## src/rtl/mem_stage.sv

```systemverilog
// Memory-access stage: aligns and extends load data, holds the returned SRAM word
// across write-back stalls, and forwards the result bundle to write-back and decode.
module mem_stage (
  input  logic        clk,
  input  logic        resetn,
  input  logic        es_to_ms_valid,
  output logic        ms_allowin,
  input  logic [31:0] es_pc,
  input  logic [37:0] es_rf_collect,
  input  logic [4:0]  es_ld_op,
  input  logic [1:0]  es_mem_offset,
  input  logic [31:0] data_sram_rdata,
  input  logic        ws_allowin,
  output logic        ms_to_ws_valid,
  output logic [31:0] ms_pc,
  output logic [37:0] ms_rf_collect,
  output logic        ms_res_from_mem
);

  logic        r_ms_valid;
  logic        r_first;
  logic        r_rf_we;
  logic [4:0]  r_rf_waddr;
  logic [31:0] r_alu_result;
  logic [31:0] r_pc;
  logic [4:0]  r_ld_op;
  logic [1:0]  r_offset;
  logic [31:0] r_rdata_buf;

  logic        w_ready_go;
  logic        w_accept;
  logic [31:0] w_word;
  logic [7:0]  w_byte;
  logic [15:0] w_half;
  logic [31:0] w_final_wdata;

  assign w_ready_go     = 1'b1;
  assign ms_allowin     = ~r_ms_valid | (w_ready_go & ws_allowin);
  assign ms_to_ws_valid = r_ms_valid & w_ready_go;
  assign w_accept       = es_to_ms_valid & ms_allowin;

  always_ff @(posedge clk or negedge resetn) begin
    if (!resetn) begin
      r_ms_valid   <= 1'b0;
      r_first      <= 1'b0;
      r_rf_we      <= 1'b0;
      r_rf_waddr   <= 5'd0;
      r_alu_result <= 32'd0;
      r_pc         <= 32'd0;
      r_ld_op      <= 5'd0;
      r_offset     <= 2'd0;
      r_rdata_buf  <= 32'd0;
    end else begin
      if (ms_allowin) begin
        r_ms_valid <= es_to_ms_valid;
      end
      if (w_accept) begin
        r_pc         <= es_pc;
        r_rf_we      <= es_rf_collect[37];
        r_rf_waddr   <= es_rf_collect[36:32];
        r_alu_result <= es_rf_collect[31:0];
        r_ld_op      <= es_ld_op;
        r_offset     <= es_mem_offset;
        r_first      <= 1'b1;
      end else begin
        r_first      <= 1'b0;
      end
      // SRAM output is only meaningful in the first cycle; keep a copy for stalls
      if (r_first) begin
        r_rdata_buf <= data_sram_rdata;
      end
    end
  end

  assign w_word = r_first ? data_sram_rdata : r_rdata_buf;
  assign w_half = r_offset[1] ? w_word[31:16] : w_word[15:0];

  always_comb begin
    w_byte = w_word[7:0];
    case (r_offset)
      2'd0: w_byte = w_word[7:0];
      2'd1: w_byte = w_word[15:8];
      2'd2: w_byte = w_word[23:16];
      2'd3: w_byte = w_word[31:24];
      default: w_byte = w_word[7:0];
    endcase
  end

  // ld_op is one-hot {ld_hu, ld_bu, ld_w, ld_h, ld_b}; all-zero passes the ALU result
  always_comb begin
    w_final_wdata = r_alu_result;
    if (r_ld_op[0]) begin
      w_final_wdata = {{24{w_byte[7]}}, w_byte};
    end else if (r_ld_op[1]) begin
      w_final_wdata = {{16{w_half[15]}}, w_half};
    end else if (r_ld_op[2]) begin
      w_final_wdata = w_word;
    end else if (r_ld_op[3]) begin
      w_final_wdata = {24'd0, w_byte};
    end else if (r_ld_op[4]) begin
      w_final_wdata = {16'd0, w_half};
    end
  end

  assign ms_pc           = r_pc;
  assign ms_rf_collect   = {r_rf_we & r_ms_valid, r_rf_waddr, w_final_wdata};
  assign ms_res_from_mem = r_ms_valid & (|r_ld_op);

endmodule

```

## config.mk

```make
export PLATFORM = sky130hd
export DESIGN_NAME = mem_stage
export DESIGN_NICKNAME = d
export VERILOG_FILES = /design/src/rtl/mem_stage.sv
export SDC_FILE = /design/constraint.sdc
export NUM_CORES = 1
export LEC_CHECK = 0
export BUFFER_PORTS_ARGS = -buffer_cell sky130_fd_sc_hd__buf_2
export CAP_MARGIN = 20
export CORE_MARGIN = 3
export CORE_UTILIZATION = 46
export CTS_CLUSTER_DIAMETER = 120
export CTS_CLUSTER_SIZE = 8
export DETAILED_ROUTE_END_ITERATION = 16
export PLACE_DENSITY_LB_ADDON = 0.15
export REMOVE_ABC_BUFFERS = 1
export SLEW_MARGIN = 20
export SYNTH_ARGS = -nofsm -noshare
export SYNTH_HDL_FRONTEND = slang
export SYNTH_SLANG_ARGS = --single-unit
```

## constraint.sdc

```tcl
create_clock -name clk -period 1.5 [get_ports clk]
set_input_delay 0 -clock clk [delete_from_list [all_inputs] [get_ports clk]]
set_output_delay 0 -clock clk [all_outputs]
set_load 0.005 [all_outputs]
```

# [After elaboration in Yosys (flattened, before gate mapping)]
# Index checks and enable logic that the tools add are counted.
[totals] regBits=111 inputBits=113 elab_cells=28
[classes] n_eq_ne=3 n_mux=9 n_bitwise=5 n_reduce_logical=2
[ops] op="2-to-1 mux 32 bit" n=6
[ops] op="case mux 8 bit (4 select lines)" n=1
[ops] op="2-to-1 mux 16 bit" n=1
[ops] op="OR reduction 5 bit" n=1
[ops] op="== test 2 bit (second input constant)" n=2
[ops] op="bitwise AND 1 bit" n=3
[ops] op="== test 2 x 1 -> 1 bit (second input constant)" n=1
[ops] op="logical NOT 2 bit" n=1
[ops] op="2-to-1 mux 1 bit" n=1
[ops] op="inverter 1 bit" n=1
[ops] op="bitwise OR 1 bit" n=1

# [Longest topological paths before layout]
[depth] ltp_word=7 mapped_depth=7

# [Least setup slack after synthesis]
# No wires, ideal clock.
[synth_path] path_kind="register to output" startpoint="register r_offset[1]" endpoint="output ms_rf_collect[21]" t_arrival_ps=1687 required_time_ps=1500 setup_slack_ps=-187 path_stages_with_launch=7 path_buffers=2 path_cell_list="dfrtp_1 -> buf_6 -> mux2_4 -> mux4_2 -> o2bb2ai_4 -> buf_6 -> nor2_1"
[synth_between] elab_chain_len=3 elab_cells_between_ends=8 cone_classes="3 x eq/ne; 4 x mux; 1 x reduce/logical"
[synth_lines] element="start, declared" line="27" text="logic [1:0] r_offset;"
[synth_lines] element="start signal, assigned" line="63" text="r_offset <= es_mem_offset;"
[synth_lines] element="== test 2 bit (tied with other cells)" line="80" text="case (r_offset)"
[synth_lines] element="case mux 8 bit (4 select lines) or 2-to-1 mux 32 bit (tied branches)" line="80, 94"
[synth_lines] element="2-to-1 mux 32 bit *" line="92" text="if (r_ld_op[0]) begin"
[synth_lines] element="end, declared" line="16" text="output logic [37:0] ms_rf_collect,"
# Every way passes the cells marked *; elsewhere a longest branch is shown, timed or not.

# [Worst setup path in the final report]
[layout_path] startpoint="register r_offset[1]" endpoint="output ms_rf_collect[24]"
# The elaborated chain is that of the path after synthesis.

==> results.cfg <==
[detailed_routing]
highest_layer = met5
dr.pass1.iters = 4
vias_per_cell = 5.53
ant_nets = 0
met1Wirelength_mm = 6.84
dr_wl_met2_mm = 8.62
drt_iter0_markers = 308
vias = 4819
wl_per_cell_um = 19.5
drc = 0
route.met3.wl_mm = 1.21
wl_mm = 17.0

[global_routing]
first_global_vias = 5299
grt_max_degree = 41
grt_overflow = 0
antenna_found_initial = 1
grt_pass1_wl_mm = 26.8
grt_use_total = 0.266

[sta]
max_freq_mhz = 450
period_share = 1.48
fin_skew_ps = 5.83
worst_pin_slew_ps = 902
fin_hold_ws_ps = -76.0
setup_violations = 32
slew_viol_final = 0
post-route-min-period_ps = 2220
relSlewSlack = 0.394
worst_slack_ps = -724
rsz0062_at_grt = true
tns_ps = -21290
hold_viol_final = 11

[clocking]
tritoncts = done
clkSinkCount = 111
clk_pin_slew_worst_paths_ps = 80
holdBufCountCts = 93
htreeDepth = 3
clkLatencyLatePin_ps = 360
numCtsBuffers = 9
cts-root-buf = clkbuf_16
cts_buffer_depth = 2

[floorplanning]
die_height_um = 114
core_area_mm2 = 0.0111
start_util = 0.483
rows = 38
pin_count = 186
die_w_um = 114
die_area_mm2 = 0.0130

[yosys]
yosysTopAreaCell = dfrtp_1
yosysUniqueCellTypes = 33
synthCells = 406
ys_seq_elements = 111
ys_warn_count = 0
postSynthAreaPerCell_um2 = 13.2
syn_area_mm2 = 0.00537
ys_seq_area_frac = 0.517
ys_top_cells_by_area = dfrtp_1, mux2_2, mux4_2
yosysTopAreaCellShare = 0.517

[worst_setup_path]
crit_required_ps = 1500
worst_setup_path_end_kind = output port
setup.worst_path.class = register to output port
cp-start-kind = register
cp_max_fo = 14
arrival_ps = 2220

[hold_path]
min_path_type = input pin to register

[power_and_ir_drop]
power_uw = 9800
leakagePower_uw = 0.00384
p_per_area_mw_per_mm2 = 1160
peakVddDrop_uv = 734

[flow_run]
maxCapViolCount = 0

[placement]
post_dp_cell_area_mm2 = 0.00682
routabilityCongestion = 0.870
port-buffer-count = 185
place_hpwl_mm = 11.2

[finish]
diodes = 0
drive_above_1_share = 0.581
fin_area_mm2 = 0.00843
fin_util = 0.758
fill_cells = 754
fin_nets = 840
syn_to_final_growth_pct = 57.1

[status]
violations = negative hold slack, negative setup slack
status = finished, violations left
layout by cell type (no fill, tap or decap), drive strengths merged:
| cell | n |
|---|---|
| buf | 249 |
| dfrtp | 111 |
| mux2 | 111 |
| dlygate4sd3 | 93 |
| o21ai | 19 |
| nor2 | 17 |
| a221oi | 16 |
| o22ai | 14 |
| clkbuf | 11 |
| mux4 | 9 |
| mux2i | 8 |
| a22oi | 8 |
| o221ai | 8 |
| a221o | 8 |
| a21oi | 8 |
| a211oi | 7 |
| o21bai | 7 |
| inv | 5 |
| nand2 | 5 |
| nand2b | 4 |
| bufinv | 3 |
| nand3 | 2 |
| o2bb2ai | 2 |
| nor3 | 1 |
| nor3b | 1 |
| nor2b | 1 |
| or2 | 1 |
| and2 | 1 |
| a31oi | 1 |
| clkinv | 1 |
registers in the layout, summed over array words and instances (netlist names):
signal	flops
ms_pc	32
ms_to_ws_valid	1
r_rdata_buf	32
r_alu_result	32
r_ld_op	5
r_first	1
r_rf_waddr	5
r_offset	2
r_rf_we	1
metrics by stage:
| step | std cells | setup WS, ps |
|---|---|---|
| 5_1_grt | 872 | -779 |
| 3_5_place_dp | 751 | -441 |
| 3_3_place_gp | 751 | -398 |
| 2_1_floorplan | 374 | -1520 |
| 4_1_cts | 871 | -728 |
| 6_report | 872 | -724 |
path summary, 6_finish.rpt:
| path | endpoint | startpoint | cells after the start | slack [ps] |
|---|---|---|---|---|
| max reg2reg | ms_pc[18] | ms_to_ws_valid | 4 | 100 |
| min in group asynchronous | r_rdata_buf[20] | resetn | 2 | 70 |
| max in group asynchronous | r_offset[1] | resetn | 3 | 880 |
| min | r_rdata_buf[4] | data_sram_rdata[4] | 2 | -80 |
| max | ms_rf_collect[24] | r_offset[1] | 6 | -720 |
| min reg2reg | ms_pc[2] | ms_pc[2] | 1 | 500 |
routing by layer:
layer	GRT usage	vias up
li1	-	2193
met1	0.324	2388
met5	0	-
met2	0.468	209
met3	0.0552	27
met4	0.0950	2
logic make-up after synthesis:
kind of cell,after synthesis,share of synthesized area
AO/OA/AOI/OAI,98,0.134
multiplexers,128,0.286
buffers and inverters,36,0.0324
flip-flops,111,0.517
AND/OR/NAND/NOR,33,0.0301
where the power goes:
part,switching [uW],internal (uW)
clock,1110,1680
combinational,1520,1800
sequential,254,3430
layout make-up:
class	instances	area (um2)	area share
Tap cell	140	175	0.0208
Inverter	4	15.0	0.00178
Clock inverter	5	104	0.0123
Clock buffer	11	243	0.0288
Multi-Input combinational cell	259	2610	0.310
Timing Repair Buffer	342	2500	0.296
Sequential cell	111	2780	0.330
synth_stat cells:
master     instances
a21oi_1            8
nor2b_1            1
o2bb2ai_4          1
nor3_1             1
mux2_4             1
nand2b_1           4
o21ai_0           18
dfrtp_1          111
and2_1             1
nor2_2             3
buf_6              2
o21bai_1           7
o21ai_1            1
a221oi_1          16
mux4_2             9
nor2_1            14
or2_2              1
inv_1              4
o221ai_1           8
mux2i_1            8
nand3_1            2
buf_4              2
a31oi_1            1
o2bb2ai_1          1
buf_2             13
a221o_1            8
a22oi_1            8
o22ai_1           14
mux2_2           110
a211oi_1           7
nand2_1            5
nor3b_2            1
clkbuf_1          15
worst max-delay path, cell delays in order, from the launching register on:
cell       delay, ps
dfrtp_2          460
mux2_4           320
mux4_2           540
o2bb2ai_4        170
buf_12           180
nor2_1            60
buf_2            140
what timing repair did:
item	CTS	global route
setup buffers	9	3
cloned	2	0
resized for setup	36	24
endpoints found under the hold margin	214	10
pin swaps	12	9
setup endpoints to repair	33	33
Power figures use the tool's default switching activity.
